$ cat src/rtl/ts_ddr_write_packer.sv
// ts_ddr_write_packer
// Record-path consumer of the stbToMem FIFO. Pops {VALID,SYNC,DATA} entries,
// drops invalid ones, packs TS bytes little-endian into 32-bit words and writes
// them to the DDR3 Avalon-MM write port at consecutive word addresses. Every
// SYNC byte starts a new word in lane 0; a partially filled word ahead of it
// is written with only its filled lanes enabled.
module ts_ddr_write_packer #(
  parameter logic [23:0] BASE_ADDR = 24'h000000,
  parameter logic [23:0] DEPTH     = 24'hFFFFFF,
  parameter bit          WRAP      = 1'b0
) (
  input  logic        SYS_CLOCK,
  input  logic        SYS_RESET_N,
  input  logic        REC_START,
  input  logic        REC_STOP,
  input  logic [9:0]  FIFO_Q,
  input  logic        FIFO_EMPTY,
  output logic        FIFO_RDREQ,
  output logic [23:0] ddr_write_address,
  output logic        ddr_write_write,
  output logic [31:0] ddr_write_writedata,
  output logic [3:0]  ddr_write_byteenable,
  input  logic        ddr_write_waitrequest,
  output logic [23:0] WORDS_WRITTEN,
  output logic        BUSY,
  output logic        DONE,
  output logic        SYNC_ERR,
  output logic        OVERRUN
);

  localparam logic [2:0] S_IDLE  = 3'd0;
  localparam logic [2:0] S_RUN   = 3'd1;
  localparam logic [2:0] S_WRITE = 3'd2;
  localparam logic [2:0] S_FLUSH = 3'd3;
  localparam logic [2:0] S_FIN   = 3'd4;

  localparam logic [23:0] LAST_ADDR = BASE_ADDR + DEPTH - 24'd1;

  logic [2:0]  state;
  logic        rd_vld_p1;   // a pop was issued last cycle; FIFO_Q holds its entry now
  logic [1:0]  lanes;       // number of lanes already filled in pk_data
  logic [31:0] pk_data;     // word under assembly
  logic        hold_vld;    // SYNC byte parked while the partial word ahead of it drains
  logic [7:0]  hold_byte;
  logic        stop_req;
  logic        flush_wr;    // the write in progress is the final partial flush

  logic       ent_vld;
  logic       ent_sync;
  logic [7:0] ent_byte;

  function automatic logic [31:0] put_lane(input logic [31:0] w, input logic [1:0] ln,
                                           input logic [7:0] b);
    logic [31:0] r;
    r = w;
    r[{ln, 3'b000} +: 8] = b;
    return r;
  endfunction

  function automatic logic [3:0] lane_mask(input logic [1:0] n);
    logic [3:0] m;
    case (n)
      2'd1:    m = 4'h1;
      2'd2:    m = 4'h3;
      2'd3:    m = 4'h7;
      default: m = 4'h0;
    endcase
    return m;
  endfunction

  function automatic logic [23:0] sat_inc(input logic [23:0] v);
    return (v == 24'hFFFFFF) ? v : v + 24'd1;
  endfunction

  assign ent_vld  = rd_vld_p1 & FIFO_Q[9];
  assign ent_sync = FIFO_Q[8];
  assign ent_byte = FIFO_Q[7:0];

  // At most one read in flight, none once a stop has been requested.
  assign FIFO_RDREQ = (state == S_RUN) && !FIFO_EMPTY && !rd_vld_p1 && !stop_req && !REC_STOP;

  assign BUSY = (state != S_IDLE);
  assign DONE = (state == S_FIN);

  // FIFO read latency stage: marks the cycle in which FIFO_Q carries the popped entry
  always_ff @(posedge SYS_CLOCK or negedge SYS_RESET_N) begin
    if (!SYS_RESET_N) rd_vld_p1 <= 1'b0;
    else              rd_vld_p1 <= FIFO_RDREQ;
  end

  // Recording FSM: byte packing, Avalon write handshake, address/count/flag upkeep
  always_ff @(posedge SYS_CLOCK or negedge SYS_RESET_N) begin
    if (!SYS_RESET_N) begin
      state                <= S_IDLE;
      lanes                <= 2'd0;
      pk_data              <= 32'h0;
      hold_vld             <= 1'b0;
      hold_byte            <= 8'h0;
      stop_req             <= 1'b0;
      flush_wr             <= 1'b0;
      ddr_write_address    <= BASE_ADDR;
      ddr_write_write      <= 1'b0;
      ddr_write_writedata  <= 32'h0;
      ddr_write_byteenable <= 4'h0;
      WORDS_WRITTEN        <= 24'h0;
      SYNC_ERR             <= 1'b0;
      OVERRUN              <= 1'b0;
    end else begin
      case (state)
        S_IDLE: begin
          if (REC_START && !REC_STOP) begin
            state             <= S_RUN;
            WORDS_WRITTEN     <= 24'h0;
            SYNC_ERR          <= 1'b0;
            OVERRUN           <= 1'b0;
            lanes             <= 2'd0;
            pk_data           <= 32'h0;
            hold_vld          <= 1'b0;
            stop_req          <= 1'b0;
            flush_wr          <= 1'b0;
            ddr_write_address <= BASE_ADDR;
          end
        end

        S_RUN: begin
          if (REC_STOP) stop_req <= 1'b1;
          if (rd_vld_p1) begin
            if (ent_vld) begin
              if (ent_sync && (ent_byte != 8'h47)) SYNC_ERR <= 1'b1;
              if (ent_sync && (lanes != 2'd0)) begin
                // new packet: drain the partial word first, park the SYNC byte
                hold_vld             <= 1'b1;
                hold_byte            <= ent_byte;
                ddr_write_writedata  <= pk_data;
                ddr_write_byteenable <= lane_mask(lanes);
                ddr_write_write      <= 1'b1;
                state                <= S_WRITE;
              end else if (lanes == 2'd3) begin
                ddr_write_writedata  <= put_lane(pk_data, 2'd3, ent_byte);
                ddr_write_byteenable <= 4'hF;
                ddr_write_write      <= 1'b1;
                state                <= S_WRITE;
              end else begin
                pk_data <= put_lane(pk_data, lanes, ent_byte);
                lanes   <= lanes + 2'd1;
              end
            end
          end else if (stop_req || REC_STOP) begin
            state <= S_FLUSH;
          end
        end

        S_WRITE: begin
          if (REC_STOP) stop_req <= 1'b1;
          if (!ddr_write_waitrequest) begin
            ddr_write_write <= 1'b0;
            WORDS_WRITTEN   <= sat_inc(WORDS_WRITTEN);
            if (hold_vld) begin
              pk_data  <= {24'h0, hold_byte};
              lanes    <= 2'd1;
              hold_vld <= 1'b0;
            end else begin
              pk_data <= 32'h0;
              lanes   <= 2'd0;
            end
            if ((ddr_write_address == LAST_ADDR) && !WRAP) begin
              OVERRUN <= 1'b1;
              state   <= S_FIN;
            end else begin
              ddr_write_address <= (ddr_write_address == LAST_ADDR) ? BASE_ADDR
                                                                    : ddr_write_address + 24'd1;
              state             <= flush_wr ? S_FIN : S_RUN;
            end
          end
        end

        S_FLUSH: begin
          if (lanes != 2'd0) begin
            ddr_write_writedata  <= pk_data;
            ddr_write_byteenable <= lane_mask(lanes);
            ddr_write_write      <= 1'b1;
            flush_wr             <= 1'b1;
            state                <= S_WRITE;
          end else begin
            state <= S_FIN;
          end
        end

        S_FIN:   state <= S_IDLE;
        default: state <= S_IDLE;
      endcase
    end
  end

endmodule

$ cat config.mk
export PLATFORM = sky130hd
export DESIGN_NAME = ts_ddr_write_packer
export DESIGN_NICKNAME = d
export VERILOG_FILES = /design/src/rtl/ts_ddr_write_packer.sv
export SDC_FILE = /design/constraint.sdc
export NUM_CORES = 1
export LEC_CHECK = 0
export ABC_AREA = 1
export BUFFER_PORTS_ARGS = -buffer_cell sky130_fd_sc_hd__buf_2
export CORE_MARGIN = 1.5
export CORE_UTILIZATION = 35
export CTS_BUF_LIST = sky130_fd_sc_hd__clkbuf_2 sky130_fd_sc_hd__clkbuf_4 sky130_fd_sc_hd__clkbuf_8
export DETAILED_ROUTE_END_ITERATION = 10
export PLACE_DENSITY = 0.5
export SYNTH_ARGS = -nofsm -noshare
export SYNTH_HDL_FRONTEND = slang
export SYNTH_SLANG_ARGS = --single-unit
$ cat constraint.sdc
create_clock -name SYS_CLOCK -period 6.5 [get_ports SYS_CLOCK]
set_input_delay 1.3 -clock SYS_CLOCK [delete_from_list [all_inputs] [get_ports SYS_CLOCK]]
set_output_delay 1.3 -clock SYS_CLOCK [all_outputs]
set_load 0.05 [all_outputs]
==> out/metrics.cfg <==
[pwr]
p_leak_nw=4.128
power_mw=3.214
power_density_nw_per_um2=373.2
ir_worst_vdd_mv=0.2001

[routing]
postRouteAntennaNets=0
drc=0
first_iter_violations=346
drtPass1Iterations=8
vias=6626
wl_mm=19.99
wl_per_cell_um=14.35
avgViaCountPerCell=4.757

[floorplanning]
core-area_um2=21020
ios=106
die_h_um=149.5
die_area_um2=22340
start_util_pct=35.72
row_count=53
die-width_um=149.5

[place]
gp_congestion=0.8313
place_area_um2=8205
post-place-cells=1361
dp_worst_setup_slack_ns=3.055
dp_hpwl_mm=14.24
portBuffers=105

[run]
drv_cap=0

[grt]
grtUsageTotal_pct=18.62
overflow=0
grt_pass1_vias=6418
grt_pass1_wl_mm=32.86
grt_max_degree=94
antenna_found_initial=0

[worst_setup_path]
worstSetupPathType=reg2out
crit_path_start_kind=flip-flop
ff2ff_path_depth=8
rr_startpoint=state[0]
critPathLaunch=state[1]
regToRegSetupSlack_ns=3.38
critPathRequiredTime_ns=5.20
crit_fanout=23
endpoint_kind=output port
worstPathArrival_ns=2.54
r2r_end=pk_data[7]

[sta]
setup_viol=0
worst_clock_skew_ns=0.01943
fin_crit_ns=3.837
maxSlewViolCount=0
fin_crit_sh_pct=59.04
worst_slack_ns=2.663
hold_viol=0
timing.hold.ws_ns=0.4631
rsz0062_at_grt=false
slew_headroom_pct=25.74
setup_tns_ns=0
fmax_mhz=260.6
worst_pin_slew_ns=1.114

[synth]
synthArstFlopShare_pct=100.0
syn_inst=1014
ys_seq_area_share_pct=45.33
yosys.area.top_type=dfrtp_1
ys_types=37
syn_area_per_cell_um2=7.405
syn-cell-area_um2=7508
synth_top_area_share_pct=45.33
ys_top_cells_by_count=331 x nand2_1, 136 x dfrtp_1, 96 x inv_1
synth.most_common_cell=nand2_1
synth_seq_cells=136
ys_warn_count=0
synth.net_count=1040
synth_edf_count=0
synthTopCellsByArea=dfrtp_1 45%, nand2_1 17%, nand3_1 5.9%, o21ai_0 4.9%, inv_1 4.8%
synth_flop_cell=dfrtp_1

[min_path]
whs_path_depth=2
hold_path_class=reg2reg
min_to=ddr_write_byteenable[0]
min_from=ddr_write_byteenable[0]

[clocking]
clkTransAtPathRegs_ns=0.08
clock_latency_ns=0.46
cts_sinks=136
ctsHoldBuffers=0
cts_tree=done
cts_buffers=17
cts_setup_buffers=0
clockBufferDepth=2
ctsRootBufferMaster=clkbuf_8
cts_htree_levels=4
cts_resized=0

[layout]
drive_gt1_share_pct=15.56
syn_to_final_growth_pct=14.70
fillers=2231
nNetsFinal=1131
fin_cells=1393
final_util_pct=40.97
final_area_um2=8612
diodes=0

[outcome]
status=finished clean

## critical path, stage by stage (launching register included)
cell,delay (ns)
dfrtp_1,0.43
nor2_1,0.16
nand2_1,0.54
nor2_1,0.32
nand3_1,0.19
nor2_1,0.15
buf_2,0.28
## worst max-delay path by stage
| stage | endpoint | slack, ns | depth (start not counted) |
|---|---|---|---|
| after floorplan | FIFO_RDREQ | 3.07 | 3 |
| after global placement | FIFO_RDREQ | 3.05 | 5 |
| after detailed placement | FIFO_RDREQ | 3.05 | 5 |
| after CTS | FIFO_RDREQ | 2.59 | 6 |
| after global routing | FIFO_RDREQ | 2.41 | 5 |
| final | FIFO_RDREQ | 2.66 | 6 |
## cells in the final DEF (no fill, tap or decap), drive strengths merged
cell / n
ha: 10
o21bai: 1
dfrtp: 136
clkinv: 7
a21o: 1
nor4: 2
o22ai: 9
a21oi: 27
o2111ai: 1
nand2: 341
nand4: 5
bufinv: 2
nor3: 8
inv: 105
clkbuf: 19
buf: 106
nor2: 103
o21ai: 104
nand3: 90
o31ai: 8
clkinvlp: 3
o211ai: 1
xnor2: 5
nand3b: 2
xor2: 22
## cell type report
| cell class | instances | area [um2] | area share [%] |
|---|---|---|---|
| inverter | 104 | 390.4 | 4.533 |
| clock buffer | 19 | 261.5 | 3.036 |
| multi-input combinational | 740 | 3528 | 40.97 |
| sequential | 136 | 3403 | 39.52 |
| tap | 275 | 344.1 | 3.995 |
| timing repair buffer | 106 | 539.3 | 6.262 |
| clock inverter | 13 | 145.1 | 1.685 |
## sequential cells by signal, indices dropped and copies added, names as in the netlist
name,cells
hold_vld,1
stop_req,1
flush_wr,1
SYNC_ERR,1
rd_vld_p1,1
pk_data,32
ddr_write_write,1
lanes,2
WORDS_WRITTEN,24
ddr_write_address,24
state,3
ddr_write_byteenable,4
OVERRUN,1
ddr_write_writedata,32
hold_byte,8
## cells by family after synthesis
family | synth area share, %
AOI/OAI and AO/OA | 11.05
xor gates and xnor gates | 3.149
adders and majority gates | 1.666
buffers and inverters | 7.682
DFF | 45.33
and+or+nand+nor | 31.13
## metal layers
layer	GRT usage, %	vias to the layer above	routed length (um)
met4	4.653	0	225
li1	-	3420	-
met5	0	-	0
met2	32.24	121	9705
met1	23.83	3065	9350
met3	3.476	20	711
## report_power, final
part | switching [mW] | internal [mW] | total [mW]
sequential | 0.0885 | 0.963 | 1.05
clock | 0.363 | 0.364 | 0.727
combinational | 1.14 | 0.291 | 1.44
Note: power is estimated with default switching activity, not from simulation.
